`src/rtl/vc_input_port_if.sv`:
```
// Flit link of one router input port: upstream flits in, on/off credits back,
// and the registered flit leaving toward the crossbar.
interface vc_input_port_if #(
   parameter int VC_NUM  = 2,
   parameter int VC_SIZE = $clog2(VC_NUM),
   parameter int DATA_W  = 20
);
   logic                in_valid;
   logic [1:0]          in_label;
   logic [VC_SIZE-1:0]  in_vc;
   logic [DATA_W-1:0]   in_data;
   logic [VC_NUM-1:0]   on_off;
   logic                out_valid;
   logic [1:0]          out_label;
   logic [VC_SIZE-1:0]  out_vc;
   logic [DATA_W-1:0]   out_data;

   modport master (
      output in_valid, in_label, in_vc, in_data,
      input  on_off, out_valid, out_label, out_vc, out_data
   );

   modport slave (
      input  in_valid, in_label, in_vc, in_data,
      output on_off, out_valid, out_label, out_vc, out_data
   );
endinterface

```
`src/rtl/vc_input_port.sv`:
```
// Router input port: per-VC flit FIFOs, per-VC packet FSM (IDLE/VA/ACTIVE),
// hysteretic on/off flow control and downstream VC rewrite on departure.
module vc_input_port #(
   parameter int VC_NUM        = 2,
   parameter int VC_SIZE       = $clog2(VC_NUM),
   parameter int DATA_W        = 20,
   parameter int BUFFER_DEPTH  = 8,
   parameter int OFF_THRESHOLD = BUFFER_DEPTH - 2,
   parameter int ON_THRESHOLD  = BUFFER_DEPTH / 2
) (
   input  logic                  clk,
   input  logic                  rst,
   vc_input_port_if.slave        link,
   output logic [VC_NUM-1:0]     vc_allocatable,
   output logic [VC_NUM-1:0]     va_req,
   output logic [VC_NUM*3-1:0]   va_x_dest,
   output logic [VC_NUM*3-1:0]   va_y_dest,
   input  logic [VC_NUM-1:0]     va_grant,
   input  logic [VC_SIZE-1:0]    va_vc,
   input  logic [VC_NUM-1:0]     ds_on,
   output logic [VC_NUM-1:0]     sa_req,
   input  logic [VC_NUM-1:0]     sa_grant,
   output logic [VC_NUM-1:0]     err_overflow,
   output logic [VC_NUM-1:0]     err_protocol
);
   localparam int ADDR_W = $clog2(BUFFER_DEPTH);
   localparam int PTR_W  = ADDR_W + 1;
   localparam int FLIT_W = DATA_W + 2;
   localparam logic [PTR_W-1:0] OFF_LVL = PTR_W'(OFF_THRESHOLD);
   localparam logic [PTR_W-1:0] ON_LVL  = PTR_W'(ON_THRESHOLD);

   localparam logic [1:0] IDLE   = 2'd0;
   localparam logic [1:0] VA     = 2'd1;
   localparam logic [1:0] ACTIVE = 2'd2;

   localparam logic [1:0] LBL_HEAD     = 2'd0;
   localparam logic [1:0] LBL_TAIL     = 2'd2;
   localparam logic [1:0] LBL_HEADTAIL = 2'd3;

   logic [FLIT_W-1:0]  mem [VC_NUM][BUFFER_DEPTH];
   logic [PTR_W-1:0]   wr_ptr [VC_NUM];
   logic [PTR_W-1:0]   rd_ptr [VC_NUM];
   logic [PTR_W-1:0]   occ_next [VC_NUM];
   logic [1:0]         state [VC_NUM];
   logic [VC_SIZE-1:0] ds_vc [VC_NUM];
   logic [FLIT_W-1:0]  front [VC_NUM];

   logic [VC_NUM-1:0]  empty, full, front_head, front_tail, discard;
   logic [VC_NUM-1:0]  sa_hits, served, pop, push, overflow;
   logic [FLIT_W-1:0]  sel_flit;
   logic [VC_SIZE-1:0] sel_vc;

   // Front-of-queue decode; a non-head flit at the front of an idle VC is junk
   always_comb begin
      empty          = '0;
      full           = '0;
      front_head     = '0;
      front_tail     = '0;
      discard        = '0;
      va_req         = '0;
      sa_req         = '0;
      vc_allocatable = '0;
      va_x_dest      = '0;
      va_y_dest      = '0;
      for (int v = 0; v < VC_NUM; v++) begin
         front[v]      = mem[v][rd_ptr[v][ADDR_W-1:0]];
         empty[v]      = (wr_ptr[v] == rd_ptr[v]);
         full[v]       = (wr_ptr[v][ADDR_W] != rd_ptr[v][ADDR_W]) &&
                         (wr_ptr[v][ADDR_W-1:0] == rd_ptr[v][ADDR_W-1:0]);
         front_head[v] = !empty[v] && ((front[v][FLIT_W-1 -: 2] == LBL_HEAD) ||
                                       (front[v][FLIT_W-1 -: 2] == LBL_HEADTAIL));
         front_tail[v] = (front[v][FLIT_W-1 -: 2] == LBL_TAIL) ||
                         (front[v][FLIT_W-1 -: 2] == LBL_HEADTAIL);
         discard[v]    = (state[v] == IDLE) && !empty[v] && !front_head[v];
         va_req[v]     = (state[v] == VA) || ((state[v] == IDLE) && front_head[v]);
         sa_req[v]     = (state[v] == ACTIVE) && !empty[v] && ds_on[ds_vc[v]];
         vc_allocatable[v]  = (state[v] == IDLE) && empty[v];
         va_x_dest[v*3 +: 3] = front[v][DATA_W-2 -: 3];
         va_y_dest[v*3 +: 3] = front[v][DATA_W-5 -: 3];
      end
   end

   assign sa_hits = sa_grant & sa_req;
   assign served  = sa_hits & (-sa_hits);
   assign pop     = served | discard;

   // A push into a full FIFO survives only when the same VC pops this cycle
   always_comb begin
      push     = '0;
      overflow = '0;
      for (int v = 0; v < VC_NUM; v++) begin
         push[v]     = link.in_valid && (link.in_vc == VC_SIZE'(v)) && (!full[v] || pop[v]);
         overflow[v] = link.in_valid && (link.in_vc == VC_SIZE'(v)) && full[v] && !pop[v];
         occ_next[v] = wr_ptr[v] - rd_ptr[v] + PTR_W'(push[v]) - PTR_W'(pop[v]);
      end
   end

   always_comb begin
      sel_flit = '0;
      sel_vc   = '0;
      for (int v = 0; v < VC_NUM; v++) begin
         if (served[v]) begin
            sel_flit = front[v];
            sel_vc   = ds_vc[v];
         end
      end
   end

   always_ff @(posedge clk) begin
      for (int v = 0; v < VC_NUM; v++) begin
         if (push[v]) begin
            mem[v][wr_ptr[v][ADDR_W-1:0]] <= {link.in_label, link.in_data};
         end
      end
   end

   always_ff @(posedge clk) begin
      if (rst) begin
         for (int v = 0; v < VC_NUM; v++) begin
            wr_ptr[v] <= '0;
            rd_ptr[v] <= '0;
            state[v]  <= IDLE;
            ds_vc[v]  <= '0;
         end
         link.on_off    <= '1;
         err_overflow   <= '0;
         err_protocol   <= '0;
         link.out_valid <= 1'b0;
         link.out_label <= '0;
         link.out_vc    <= '0;
         link.out_data  <= '0;
      end else begin
         for (int v = 0; v < VC_NUM; v++) begin
            if (push[v]) wr_ptr[v] <= wr_ptr[v] + PTR_W'(1);
            if (pop[v])  rd_ptr[v] <= rd_ptr[v] + PTR_W'(1);
            if (occ_next[v] >= OFF_LVL)     link.on_off[v] <= 1'b0;
            else if (occ_next[v] <= ON_LVL) link.on_off[v] <= 1'b1;
            if (overflow[v]) err_overflow[v] <= 1'b1;
            if (discard[v])  err_protocol[v] <= 1'b1;
            // A grant seen while still IDLE skips the VA state entirely
            case (state[v])
               IDLE: begin
                  if (front_head[v]) begin
                     if (va_grant[v]) begin
                        state[v] <= ACTIVE;
                        ds_vc[v] <= va_vc;
                     end else begin
                        state[v] <= VA;
                     end
                  end
               end
               VA: begin
                  if (va_grant[v]) begin
                     state[v] <= ACTIVE;
                     ds_vc[v] <= va_vc;
                  end
               end
               ACTIVE: begin
                  if (served[v] && front_tail[v]) state[v] <= IDLE;
               end
               default: state[v] <= IDLE;
            endcase
         end
         link.out_valid <= |served;
         if (|served) begin
            link.out_label <= sel_flit[FLIT_W-1 -: 2];
            link.out_vc    <= sel_vc;
            link.out_data  <= sel_flit[DATA_W-1:0];
         end
      end
   end
endmodule

```
`src/flat_wrapper.sv`:
```
// flat-port wrapper written by rule: the top's interface ports become plain ports
module vc_input_port_flat 
#(
   parameter int VC_NUM        = 2,
   parameter int VC_SIZE       = $clog2(VC_NUM),
   parameter int DATA_W        = 20,
   parameter int BUFFER_DEPTH  = 8,
   parameter int OFF_THRESHOLD = BUFFER_DEPTH - 2,
   parameter int ON_THRESHOLD  = BUFFER_DEPTH / 2
)
  (clk, rst, vc_allocatable, va_req, va_x_dest, va_y_dest, va_grant, va_vc, ds_on, sa_req, sa_grant, err_overflow, err_protocol, link_in_valid, link_in_label, link_in_vc, link_in_data, link_on_off, link_out_valid, link_out_label, link_out_vc, link_out_data);
  vc_input_port_if #(.VC_NUM(VC_NUM), .VC_SIZE(VC_SIZE), .DATA_W(DATA_W)) link_i ();
  input  logic clk;
  input  logic rst;
  output logic [VC_NUM-1:0] vc_allocatable;
  output logic [VC_NUM-1:0] va_req;
  output logic [VC_NUM*3-1:0] va_x_dest;
  output logic [VC_NUM*3-1:0] va_y_dest;
  input  logic [VC_NUM-1:0] va_grant;
  input  logic [VC_SIZE-1:0] va_vc;
  input  logic [VC_NUM-1:0] ds_on;
  output logic [VC_NUM-1:0] sa_req;
  input  logic [VC_NUM-1:0] sa_grant;
  output logic [VC_NUM-1:0] err_overflow;
  output logic [VC_NUM-1:0] err_protocol;
  input wire logic [$bits(link_i.in_valid)-1:0] link_in_valid;
  input wire logic [$bits(link_i.in_label)-1:0] link_in_label;
  input wire logic [$bits(link_i.in_vc)-1:0] link_in_vc;
  input wire logic [$bits(link_i.in_data)-1:0] link_in_data;
  output wire logic [$bits(link_i.on_off)-1:0] link_on_off;
  output wire logic [$bits(link_i.out_valid)-1:0] link_out_valid;
  output wire logic [$bits(link_i.out_label)-1:0] link_out_label;
  output wire logic [$bits(link_i.out_vc)-1:0] link_out_vc;
  output wire logic [$bits(link_i.out_data)-1:0] link_out_data;
  assign link_i.in_valid = link_in_valid;
  assign link_i.in_label = link_in_label;
  assign link_i.in_vc = link_in_vc;
  assign link_i.in_data = link_in_data;
  assign link_on_off = link_i.on_off;
  assign link_out_valid = link_i.out_valid;
  assign link_out_label = link_i.out_label;
  assign link_out_vc = link_i.out_vc;
  assign link_out_data = link_i.out_data;
  vc_input_port #(.VC_NUM(VC_NUM), .VC_SIZE(VC_SIZE), .DATA_W(DATA_W), .BUFFER_DEPTH(BUFFER_DEPTH), .OFF_THRESHOLD(OFF_THRESHOLD), .ON_THRESHOLD(ON_THRESHOLD)) u_core (.clk(clk), .rst(rst), .link(link_i), .vc_allocatable(vc_allocatable), .va_req(va_req), .va_x_dest(va_x_dest), .va_y_dest(va_y_dest), .va_grant(va_grant), .va_vc(va_vc), .ds_on(ds_on), .sa_req(sa_req), .sa_grant(sa_grant), .err_overflow(err_overflow), .err_protocol(err_protocol));
endmodule
```
`config.mk`:
```
export PLATFORM = sky130hd
export DESIGN_NAME = vc_input_port_flat
export DESIGN_NICKNAME = d
export VERILOG_FILES = /design/src/rtl/vc_input_port_if.sv /design/src/rtl/vc_input_port.sv /design/src/flat_wrapper.sv
export SDC_FILE = /design/constraint.sdc
export NUM_CORES = 1
export LEC_CHECK = 0
export CORE_UTILIZATION = 62
export CTS_BUF_LIST = sky130_fd_sc_hd__clkbuf_8
export DETAILED_ROUTE_END_ITERATION = 12
export PLACE_DENSITY = 0.81
export SYNTH_ARGS = -nofsm -noshare
export SYNTH_HDL_FRONTEND = slang
export SYNTH_SLANG_ARGS = --single-unit
```
`constraint.sdc`:
```
create_clock -name clk -period 7.3 [get_ports clk]
set_input_delay 1.825 -clock clk [delete_from_list [all_inputs] [get_ports clk]]
set_output_delay 1.825 -clock clk [all_outputs]
set_load 0.05 [all_outputs]
```
# Word-level counts from Yosys, hierarchy flattened

Memory sizes are Yosys's and may differ from the RTL's.
Cells that the tools add are included.

Register bits: 30
Bits in writable memories: 374
Input port bits: 33
Output and inout bits: 48
Memories kept: 5

Memory list:

| memory        | depth | width | rd ports | clocked after Yosys merged registers in | wr ports | RTL line            | text |
|---|---|---|---|---|---|---|---|
| u_core.mem    | 2     | 176   | 2        | 0                                       | 1        | vc_input_port.sv:40 | `logic [FLIT_W-1:0] mem [VC_NUM][BUFFER_DEPTH];` |
| u_core.rd_ptr | 2     | 4     | 2        | 0                                       | 2        | vc_input_port.sv:42 | `logic [PTR_W-1:0] rd_ptr [VC_NUM];` |
| u_core.wr_ptr | 2     | 4     | 2        | 0                                       | 2        | vc_input_port.sv:41 | `logic [PTR_W-1:0] wr_ptr [VC_NUM];` |
| u_core.state  | 2     | 2     | 2        | 0                                       | 2        | vc_input_port.sv:44 | `logic [1:0] state [VC_NUM];` |
| u_core.ds_vc  | 2     | 1     | 2        | 0                                       | 2        | vc_input_port.sv:45 | `logic [VC_SIZE-1:0] ds_vc [VC_NUM];` |

Add/sub/neg operators: 11
$lt $le $gt $ge: 12
Equality and inequality tests: 14
Mux-type cells: 99
Bitwise logic cells: 26
Reduce and logical (&&, ||, !) cells: 54

Operators by type and width:

| kind                                                               | number |
|---|---|
| two-way mux 176 bit                                                | 4 |
| two-way mux 22 bit                                                 | 8 |
| OR reduction 176 bit                                               | 1 |
| binary-select mux 22 bit (select 3 bit)                            | 2 |
| demux 22 bit (select 3 bit)                                        | 2 |
| two-way mux 1 bit                                                  | 69 |
| logical AND 1 bit                                                  | 28 |
| two-way mux 2 bit                                                  | 10 |
| bitwise OR 1 bit                                                   | 18 |
| adder 4 x 1 -> 4 bit (second input constant)                       | 4 |
| greater-or-equal comparator 4 bit (second input constant)          | 4 |
| two-way mux 4 bit                                                  | 4 |
| NOT 3 -> 4 bit                                                     | 4 |
| == test 2 bit (second input constant)                              | 6 |
| adder 4 x 1 -> 4 bit                                               | 2 |
| == test 4 bit                                                      | 2 |
| greater-or-equal comparator 4 x 3 -> 1 bit (second input constant) | 2 |
| less-or-equal comparator 4 x 3 -> 1 bit (second input constant)    | 2 |
| zero test 1 bit                                                    | 8 |
| zero test 2 bit                                                    | 4 |
| logical OR 1 bit                                                   | 8 |
| less-than comparator 4 x 1 -> 1 bit (second input constant)        | 2 |
| subtractor 4 x 1 -> 4 bit                                          | 2 |
| subtractor 4 bit                                                   | 2 |
| other kinds (11)                                                   | 18 |

# Depth between registers and ports, before layout

Gate-level depths: netlist of run 1.

Depth in word-level cells: 17
Mapped depth: 21
Gate-level depth less buffers: 18

# Worst setup path after synthesis of run 1

OpenSTA, ideal clock, no wires.

Kind: reg2reg
Start point: mem u_core.rd_ptr[0][0] (netlist name)
End point: mem u_core.mem[0][110] (netlist name), enable pin
Arrival: 5,134 ps
Data required time: 6,835 ps
Slack: 1,702 ps
Cell stages (with the launch flop): 10
Buffers on the path: 2
Period minus slack after synthesis: 5,598 ps
Cells stage by stage: edfxtp_1 > buf_4 > buf_4 > mux4_2 > mux2_2 > ha_1 > or3_1 > o31ai_1 > o21ai_1 > nor4b_1

RTL lines:

| what        | RTL line |
|---|---|
| from (decl) | vc_input_port.sv:42 |
| to (decl)   | vc_input_port.sv:40 |

==> results of run 1 <==
==> stage by stage <==
stage	hold slack (ps)	power [mW]	area, um2
finish	447.0	6.940	18790
global route	486.5	7.253	18790
CTS	454.7	6.978	18790
detailed placement	436.4	5.247	17610
global placement	435.4	5.188	17610
floorplan	567.9	4.614	16400
==> state kept, by name, indices dropped and copies added (netlist names), 4 cells and up <==
register              count
u_core.mem              352
u_core.link.out_data     20
u_core.rd_ptr             8
u_core.wr_ptr             8
u_core.state              4
==> area by class of cell <==
class | instances | area (um2)
clock buffers | 71 | 977.2
clock inverters | 40 | 197.7
fillers | 1519 | 7198
inverters | 25 | 93.84
multi-input cells | 421 | 4234
flip-flops and latches | 404 | 11830
well taps | 335 | 419.2
repair buffers | 111 | 1033
==> Yosys cell counts, drive strengths merged (2+ instances only) <==
master | n | area (um2)
edfxtp | 374 | 11230
mux4 | 66 | 1486
mux2i | 54 | 540.5
nor2 | 50 | 190.2
nand2 | 36 | 135.1
buf | 31 | 227.7
dfxtp | 30 | 600.6
clkbuf | 25 | 95.09
inv | 25 | 93.84
a211oi | 22 | 165.2
nor2b | 19 | 118.9
o211ai | 18 | 135.1
a22oi | 15 | 112.6
a311oi | 15 | 131.4
ha | 14 | 175.2
xnor2 | 14 | 137.6
nor3 | 11 | 55.05
nand3 | 9 | 45.04
a21oi | 8 | 40.04
a221oi | 8 | 76.32
mux2 | 8 | 90.09
fa | 6 | 120.1
nor4 | 6 | 37.54
xor2 | 6 | 52.55
o21ai | 5 | 25.02
nor4b | 4 | 71.32
or3 | 4 | 25.02
nor3b | 3 | 22.52
a21o | 2 | 15.01
a31o | 2 | 17.52
and2 | 2 | 12.51
and3 | 2 | 12.51
nand4 | 2 | 12.51
==> worst max-delay path, delay by kind of cell (launching register included) <==
family                 cells  cell delay (ps)
DFF                        1             1010
and+or+nand+nor            1               50
AOI/OAI and AO/OA          1              390
buffers and inverters      2             1500
muxes                      1              320
==> cells by family (layout without fill, tap and decap cells) <==
group	count (synthesis)	in the layout	share of synthesized area (%)
buffers and inverters	81	247	2.541
AND/OR/NAND/NOR	151	151	4.685
multiplexers	128	128	12.91
adder cells (fa/ha/maj)	20	20	1.801
AO/OA/AOI/OAI	102	102	4.746
flip-flops	404	404	72.16
XOR/XNOR	20	20	1.160
==> routing by layer <==
layer	global-route usage (%)	vias to the layer above
met5	0	-
met4	9.925	0
met3	5.424	65
met2	43.49	426
met1	36.95	4568
li1	-	3860
==> worst max path at each step <==
stage | start | end | depth (start not counted)
6_report | u_core.rd_ptr[0][4] | va_y_dest[5] | 5
5_1_grt | u_core.rd_ptr[0][4] | va_y_dest[5] | 5
4_1_cts | u_core.rd_ptr[0][4] | va_x_dest[5] | 5
3_5_place_dp | ds_on[0] | u_core.link.on_off[1] | 15
3_3_place_gp | ds_on[1] | u_core.link.on_off[1] | 15
2_1_floorplan | u_core.rd_ptr[0][0] | u_core.mem[0][110] | 9
==> where the power goes <==
group          switching, mW  leakage, nW  internal, mW
registers              0.178         3.66          2.71
clock network          0.819        0.695         0.918
logic                   1.37         1.87         0.944
total                   2.37         6.22          4.57
==> reports/summary.md, run 1 <==
• **DRT Pass-1 Iters** 5
• **wirelength, routed** 34.99 mm
• **detailed route wirelength on metal2** 17.35 mm
• **signed area change from the synthesized netlist to the final layout** 14.57%
• **CTS Root Cell** sky130_fd_sc_hd__clkbuf_8
• **setup slack after placement** 1481 ps
• **number of slew-limit violations in the final report** 0
• **sort of element at the start of the critical path** flop
• **DRC viols** 0
• **final std cells w/o fill** 1407
• **share of the core filled with cells** 72.30%
• **Fmax achieved** 175.7 MHz
• **synthesized area divided by synthesized cell count** 18.10 um2
• **starting density of the core** 63.10%
• **Cells after DPL** 1296
• **cells after synthesis** 906
• **die area** 27100 um2
• **Routed Antenna Nets** 0
• **worst hold start** u_core.err_protocol[1]
• **highest fanout seen on the critical path** 29
• **topmost layer with routed signal wires** met4
• **number of nets in the finished design** 1075
• **worst-path cell chain** buf_4 > mux4_2 > nor2_1 > a221oi_1 > clkdlybuf4s50_1
• **flop and latch count out of synthesis** 404
• **detailed placer's ending HPWL** 20.78 mm
• **crit path time final** 5693 ps
• **routed metal-1 wirelength** 13.85 mm
• **depth of the worst register-to-register path** 17
• **Pleak** 6.217 nW
• **post-cts hold buffer count** 0
• **global-route total usage across every layer** 26.98%
• **GPL Wtd Cong** 0.8284
• **unrepaired setup endpoints after global routing** no
• **post-route clock period utilization** 77.99%
• **headroom to the max-slew limit** 18.53%
• **height of the die** 164.6 um
• **Critical R2R Launch** u_core.rd_ptr[0][4]
• **leading cell types in the layout, fill and taps excluded** 374 x sky130_fd_sc_hd__edfxtp_1, 80 x sky130_fd_sc_hd__clkdlybuf4s50_1, 71 x sky130_fd_sc_hd__clkbuf_8, 66 x sky130_fd_sc_hd__mux4_2, 54 x sky130_fd_sc_hd__mux2i_1
• **via count of the first global-routing pass** 8914
• **DR WL/cell** 24.87 um
• **total power per unit cell area** 369.4 nW/um2
• **Final setup viols** 0
• **core box area** 25980 um2
• **standard-cell row count** 59
• **proportion of register bits with asynchronous set or reset after synthesis** 0%
• **number of primary I/O pins** 81
• **Max stage delay on crit path** 1010 ps
• **clk slew on worst S/H paths** 60 ps
• **number of enable flip-flop cells after synthesis** 374
• **clock tree from TritonCTS** yes
• **netlist area before placement** 16400 um2
• **VDD IR max** 266.8 uV
• **Seq/Total Area, Yosys** 72.16%
• **# clock sinks** 404
• **final worst clock skew** 21.12 ps
• **R2R setup slack** 1910 ps
• **Die X-Extent** 164.6 um
• **status** finished clean
• **global route overflow** 0
• **Routed met3 length** 2.788 mm
• **slew of the pin with the lowest slew margin** 1215 ps
• **count of vias placed by the detailed router** 8919
• **CTS H-Tree Depth** 2
• **share of cells above drive strength 1** 19.68%
• **pin count of the biggest net entering global routing** 39
• **setup tns final** 0 ps
• **cts bufs inserted** 59
• **most common cell after layout, fill and taps aside** sky130_fd_sc_hd__edfxtp_1
• **insertion delay to the later sink of the worst-skew pair** 600 ps
• **Critical Path Slowest Stage Cell** sky130_fd_sc_hd__edfxtp_1
• **data arrival time of the critical path** 3870 ps
• **leading register cell type out of synthesis** sky130_fd_sc_hd__edfxtp_1
• **warnings from Yosys** 0
• **final worst slack** 1607 ps
• **instance count along the most critical hold path** 2
• **antenna violations before repair** 0
• **number of library cell types mapped by synthesis** 53
• **DRC marker count from the first detailed-route iteration** 870
• **WHS Endpoint** u_core.err_protocol[1]
• **Hold Fails Final Rpt** 0
• **input/output buffers** 80
• **average vias per placed instance** 6.339
• **wire length of the first global-routing pass** 52.50 mm
• **end of the worst register-to-register path** u_core.link.on_off[1]
• **number of buffers inserted to repair setup after CTS** 0
• **number of diodes added for antenna fixing** 0
• **type of the setup path with the least slack** flop to output port
• **syn_nets** 959
• **Req. time, crit path** 5480 ps
• **Resize count post-CTS** 0
• **Max Cap Violations** 0
• **endpoint kind of the worst setup timing path** output port
• **Hold Crit Class** flop to flop
• **maximum root-to-sink buffer count** 3
No activity file was read; power rests on OpenSTA's default activity.
==> run 2: changes to the inputs <==
Settings changed: CORE_UTILIZATION 62 to 56, PLACE_DENSITY 0.81 to 0.77.
Clock period 7.3 ns to 4.61 ns, I/O delays scaled along.
==> run 2 against run 1 <==
Effect of this change:
- critical endpoint is now va_x_dest[0]
- core utilization is 6.0 points lower
- register-to-register slack worse by 1700 ps
- combinational power is 67% higher
- non-clock buffer count is 25 higher
- via count is 1.3% lower
- highest routed layer unchanged
- sequential power is 56% higher
- setup slack worse by 1500 ps
==> reports/summary.md, run 2 (synthesized netlist as in run 1, its figures left out) <==
• **global route overflow** 0, unchanged
• **Critical R2R Launch** u_core.rd_ptr[0][0]
• **clock tree from TritonCTS** yes
• **worst hold start** u_core.err_protocol[1]
• **CTS Root Cell** sky130_fd_sc_hd__clkbuf_8
• **insertion delay to the later sink of the worst-skew pair** 600 ps, about the same
• **standard-cell row count** 62, +5.1%
• **data arrival time of the critical path** 3330 ps, -540 ps
• **detailed placer's ending HPWL** 20.61 mm, -0.79%
• **Max stage delay on crit path** 710 ps, -300 ps
• **Hold Crit Class** flop to flop
• **depth of the worst register-to-register path** 17, unchanged
• **height of the die** 173.1 um, +5.2%
• **Req. time, crit path** 3460 ps, -2020 ps
• **final std cells w/o fill** 1486, +5.6%
• **count of vias placed by the detailed router** 8801, -1.3%
• **leading cell types in the layout, fill and taps excluded** 374 x sky130_fd_sc_hd__edfxtp_1, 76 x sky130_fd_sc_hd__clkdlybuf4s50_1, 69 x sky130_fd_sc_hd__clkbuf_8, 66 x sky130_fd_sc_hd__mux4_2, 57 x sky130_fd_sc_hd__buf_4
• **Final setup viols** 0, unchanged
• **DRC viols** 0, unchanged
• **number of nets in the finished design** 1102, +2.5%
• **Hold Fails Final Rpt** 0, unchanged
• **final worst clock skew** 18.64 ps, -2.477 ps
• **crit path time final** 4482 ps
• **category of cells accounting for the largest share of critical-path delay** buffers and inverters
• **global-route total usage across every layer** 23.18%, -3.8 points
• **DRT Pass-1 Iters** 5, unchanged
• **status** finished clean
• **signed area change from the synthesized netlist to the final layout** 16.45%
• **wirelength, routed** 34.24 mm, -2.1%
• **core box area** 28780 um2, +11%
• **worst-path cell chain** clkbuf_8 > mux4_2 > mux2_2 > clkdlybuf4s50_1
• **DR WL/cell** 23.04 um, -7.3%
• **DRC marker count from the first detailed-route iteration** 716, -18%
• **sum of buffers and inverters on the critical path** 2, unchanged
• **post-route clock period utilization** 97.23%
• **# clock sinks** 404, unchanged
• **wire length of the first global-routing pass** 51.90 mm, -1.1%
• **max FFs per register** 352, unchanged
• **starting density of the core** 56.97%, -6.1 points
• **GPL Wtd Cong** 0.7877, -4.9%
• **average vias per placed instance** 5.923, -6.6%
• **die area** 29970 um2, +11%
• **share of cells above drive strength 1** 21.60%, +1.9 points
• **post-cts hold buffer count** 0, unchanged
• **number of slew-limit violations in the final report** 0, unchanged
• **unrepaired setup endpoints after global routing** yes
• **maximum root-to-sink buffer count** 3, unchanged
• **highest fanout seen on the critical path** 45, +55%
• **total power per unit cell area** 581.3 nW/um2, +57%
• **R2R setup slack** 230 ps, -1680 ps
• **antenna violations before repair** 0, unchanged
• **input/output buffers** 80, unchanged
• **number of diodes added for antenna fixing** 0, unchanged
• **type of the setup path with the least slack** flop to output port
• **clk slew on worst S/H paths** 60 ps, about the same
• **setup tns final** 0 ps, unchanged
• **instance count along the most critical hold path** 2, unchanged
• **cts bufs inserted** 61, +3.4%
• **CTS H-Tree Depth** 2, unchanged
• **sort of element at the start of the critical path** flop
• **via count of the first global-routing pass** 8822, -1.0%
• **Cells after DPL** 1366, +5.4%
• **Max Cap Violations** 0, unchanged
• **Fmax achieved** 223.1 MHz
• **number of primary I/O pins** 81, unchanged
• **Die X-Extent** 173.1 um, +5.2%
• **Critical Path Slowest Stage Cell** sky130_fd_sc_hd__clkdlybuf4s50_1
• **VDD IR max** 303.9 uV, +14%
• **layout filler cell count** 1869, +23%
• **slew of the pin with the lowest slew margin** 956.1 ps, -259.3 ps
• **WHS Endpoint** u_core.err_protocol[1]
• **Pleak** 6.354 nW, +2.2%
• **Routed Antenna Nets** 0, unchanged
• **endpoint kind of the worst setup timing path** output port
• **headroom to the max-slew limit** 36.03%, +18 points
• **end of the worst register-to-register path** u_core.link.on_off[0]
• **most common cell after layout, fill and taps aside** sky130_fd_sc_hd__edfxtp_1
• **pin count of the biggest net entering global routing** 46, +18%
==> run 2: cell count changes in the layout (fill, tap and decap cells not counted), sizes merged <==
cell,delta
buf,+28
inv,-1
clkinv,+9
clkdlybuf4s50,-4
clkbuf,-2
==> run 2: timing repair <==
action                                  4_1_cts  5_1_grt
resized for setup                             1        2
endpoints found under the setup margin        6        8
buffers inserted                              0        4
pin swaps                                     0        1
==> run 2: routing by layer <==
metal / global-route usage, % / wire [um] / up-vias
li1: - / - / 3919
met1: 32.03 / 14330 / 4483
met2: 37.75 / 17040 / 319
met3: 4.046 / 2007 / 80
met4: 7.780 / 873 / 0
met5: 0 / 0 / -
==> run 2: cell type report <==
type	instances	area (um2)	share of cell area [%]
Clock buffer	68	935.9	4.901
Clock inverter	48	227.7	1.193
Inverter	25	93.84	0.4914
Multi-Input combinational cell	421	4283	22.43
Sequential cell	404	11830	61.96
Tap cell	384	480.5	2.516
Timing Repair Buffer	136	1242	6.507
==> run 2: how the worst max path moves through the flow <==
stage                     depth (start not counted)                     to                 from
final                                             4           va_x_dest[0]  u_core.rd_ptr[0][0]
after CTS                                         4           va_x_dest[0]  u_core.rd_ptr[0][0]
after detailed placement                         15  u_core.link.on_off[1]             ds_on[1]
after floorplan                                   9     u_core.mem[0][154]  u_core.rd_ptr[0][0]
after global routing                              4           va_x_dest[0]  u_core.rd_ptr[0][0]
after global placement                           15  u_core.link.on_off[1]             ds_on[1]
==> run 2: power by group <==
group	switching [mW]	internal [mW]	total [mW]
sequential	0.222	4.29	4.51
combinational	2.25	1.62	3.88
clock	1.30	1.41	2.71
==> run 2: tightest hold or removal path: stages (launching register included) <==
cell,delay [ps]
sky130_fd_sc_hd__dfxtp_1,310
sky130_fd_sc_hd__inv_1,50
sky130_fd_sc_hd__a21oi_1,50
==> run 2: through the flow <==
stage                     area [um2]  setup WS, ps  total power [mW]  utilization, %  hold slack [ps]
after floorplan                16450        -507.3             7.334               -            567.9
after global placement         17880         60.31             8.346           62.13            439.4
after detailed placement       17880         1.245             8.421           62.13            444.5
after CTS                      19050         23.09             11.14           66.19            452.5
after global routing           19090        -11.35             11.60           66.35            482.5
final                          19090         127.8             11.10           66.35            452.7
==> run 3: changes to the inputs <==
Settings changed: TNS_END_PERCENT set to 1.
==> run 3 against run 2 <==
Effect of this change:
- core utilization decreased by 0.19 points
- critical path depth rose by 1
- first-iteration DRC count increased by 4.3%
- register-to-register slack got worse by 100 ps
- routed wire length grew 5.7%
- global-route usage rose by 1.3 points
- clock power increased by 2%
- cell count is 0.74% lower
- hold slack improved by 8.8 ps
- critical endpoint is now va_y_dest[2]
==> reports/summary.md, run 3 (synthesized netlist as in run 1, its figures left out) <==
• **input/output buffers** 80, unchanged
• **CTS H-Tree Depth** 2, unchanged
• **Max stage delay on crit path** 710 ps, about the same
• **DR WL/cell** 24.53 um, +6.4%
• **antenna violations before repair** 0, unchanged
• **number of nets in the finished design** 1095, -0.64%
• **data arrival time of the critical path** 3340 ps, about the same
• **total power per unit cell area** 586.3 nW/um2, +0.87%
• **DRT Pass-1 Iters** 5, unchanged
• **insertion delay to the later sink of the worst-skew pair** 600 ps, about the same
• **maximum root-to-sink buffer count** 3, unchanged
• **number of slew-limit violations in the final report** 0, unchanged
• **type of the setup path with the least slack** flop to output port
• **detailed placer's ending HPWL** 21.47 mm, +4.1%
• **Max Cap Violations** 0, unchanged
• **count of vias placed by the detailed router** 8963, +1.8%
• **number of diodes added for antenna fixing** 0, unchanged
• **sequential cell area in the final layout** 11830 um2, unchanged
• **Critical Path Slowest Stage Cell** sky130_fd_sc_hd__clkdlybuf4s50_1
• **Req. time, crit path** 3460 ps, about the same
• **global route overflow** 0, unchanged
• **status** finished clean
• **standard-cell row count** 62, unchanged
• **setup tns final** 0 ps, unchanged
• **height of the die** 173.1 um, unchanged
• **share of cells above drive strength 1** 21.45%, -0.15 points
• **VDD IR max** 333.5 uV, +9.7%
• **GPL Wtd Cong** 0.8189, +4.0%
• **final worst clock skew** 21.10 ps, +2.464 ps
• **wire length of the first global-routing pass** 54.48 mm, +5.0%
• **endpoint kind of the worst setup timing path** output port
• **sort of element at the start of the critical path** flop
• **pin count of the biggest net entering global routing** 35, -24%
• **average vias per placed instance** 6.077, +2.6%
• **worst-path cell chain** buf_12 > buf_4 > mux4_2 > mux2_2 > clkdlybuf4s50_1
• **Die X-Extent** 173.1 um, unchanged
• **Hold Worst Slack** 461.5 ps, +8.790 ps
• **cts bufs inserted** 59, -3.3%
• **# clock sinks** 404, unchanged
• **most common cell after layout, fill and taps aside** sky130_fd_sc_hd__edfxtp_1
• **number of primary I/O pins** 81, unchanged
• **setup slack after placement** -65.94 ps, -67.18 ps
• **clk slew on worst S/H paths** 60 ps, about the same
• **starting density of the core** 56.97%, unchanged
• **max FFs per register** 352, unchanged
• **final worst slack** 119.5 ps, -8.296 ps
• **layout filler cell count** 1858, -0.59%
• **category of cells accounting for the largest share of critical-path delay** buffers and inverters
• **die area** 29970 um2, unchanged
• **Routed Antenna Nets** 0, unchanged
• **Fmax achieved** 222.7 MHz, -0.18%
• **DRC marker count from the first detailed-route iteration** 747, +4.3%
• **via count of the first global-routing pass** 9005, +2.1%
• **sum of buffers and inverters on the critical path** 3, +1
• **area of the multi-input gates** 4254 um2, -0.67%
• **core box area** 28780 um2, unchanged
• **Hold Crit Class** flop to flop
• **post-route clock period utilization** 97.41%, +0.18 points
• **CTS Root Cell** sky130_fd_sc_hd__clkbuf_8
• **share of the core filled with cells** 66.16%, -0.19 points
• **headroom to the max-slew limit** 32.64%, -3.4 points
• **highest fanout seen on the critical path** 34, -24%
• **DRC viols** 0, unchanged
• **Final setup viols** 0, unchanged
• **fin area** 19040 um2, -0.28%
• **wirelength, routed** 36.18 mm, +5.7%
• **signed area change from the synthesized netlist to the final layout** 16.12%
• **Pleak** 6.351 nW, about the same
• **unrepaired setup endpoints after global routing** yes
• **clock tree from TritonCTS** yes
• **Area after DPL** 17830 um2, -0.31%
• **slew of the pin with the lowest slew margin** 1008 ps, +51.46 ps
• **leading cell types in the layout, fill and taps excluded** 374 x sky130_fd_sc_hd__edfxtp_1, 76 x sky130_fd_sc_hd__clkdlybuf4s50_1, 68 x sky130_fd_sc_hd__clkbuf_8, 66 x sky130_fd_sc_hd__mux4_2, 55 x sky130_fd_sc_hd__inv_1
• **Hold Fails Final Rpt** 0, unchanged
• **crit path time final** 4491 ps, +8.296 ps
• **global-route total usage across every layer** 24.48%, +1.3 points
-- run 3: cell count changes in the layout (fill, tap and decap cells not counted), sizes merged --
cell    change
clkinv     -13
bufinv      +1
buf         -4
inv         +6
clkbuf      -1
-- run 3: final timing paths --
check | cells past startpoint | start | slack [ps] | endpoint
min | 2 | u_core.err_protocol[1] | 460 | u_core.err_protocol[1]
max reg2reg | 20 | u_core.rd_ptr[0][0] | 130 | u_core.link.on_off[0]
min reg2reg | 2 | u_core.err_protocol[1] | 460 | u_core.err_protocol[1]
max | 5 | u_core.rd_ptr[0][0] | 120 | va_y_dest[2]
-- run 3: worst reg2reg max path, cell delays in order, from the launching register on --
cell and delay [ps]:
sky130_fd_sc_hd__edfxtp_1 380, sky130_fd_sc_hd__buf_12 130, sky130_fd_sc_hd__mux4_2 480, sky130_fd_sc_hd__mux2_2 310, sky130_fd_sc_hd__inv_1 70, sky130_fd_sc_hd__ha_2 300, sky130_fd_sc_hd__or3_1 350, sky130_fd_sc_hd__o31ai_2 110
sky130_fd_sc_hd__buf_4 170, sky130_fd_sc_hd__nand2_1 100, sky130_fd_sc_hd__inv_1 90, sky130_fd_sc_hd__fa_1 160, sky130_fd_sc_hd__inv_1 60, sky130_fd_sc_hd__fa_1 490, sky130_fd_sc_hd__ha_2 210, sky130_fd_sc_hd__fa_1 410
sky130_fd_sc_hd__xnor2_1 180, sky130_fd_sc_hd__xnor2_1 150, sky130_fd_sc_hd__xnor2_1 140, sky130_fd_sc_hd__nand2_1 80, sky130_fd_sc_hd__nand2_1 70
-- run 3: per-layer routing --
| metal | GRT usage (%) | routed length [um] |
|---|---|---|
| met1 | 34.94 | 15280 |
| met2 | 38.68 | 17330 |
| met5 | 0 | 0 |
| met3 | 4.903 | 2869 |
| met4 | 7.227 | 703 |
-- run 3: area by class of cell --
class | count | area share, %
multi-input combinational | 421 | 22.34
timing repair buffer | 131 | 6.400
clock inverter | 42 | 1.189
inverter | 25 | 0.4928
sequential | 404 | 62.14
clock buffer | 68 | 4.915
tap | 384 | 2.523
-- run 3: per-stage QoR --
stage,power (mW),cells
floorplan,7.307,906
global placement,8.332,1363
detailed placement,8.410,1363
CTS,11.16,1474
global route,11.65,1475
finish,11.16,1475
-- run 3: report_power, final --
part	leakage [nW]	internal, mW	switching [mW]
clock	0.705	1.45	1.30
combinational	1.99	1.60	2.31
sequential	3.66	4.29	0.208
-- run 3: timing repair --
action | in CTS | in global routing
cloned | 0 | 0
setup buffers | 1 | 1
pin swaps | 0 | 2
gates resized for setup | 0 | 6
hold buffers | 0 | 0
setup endpoints to repair | 2 | 6
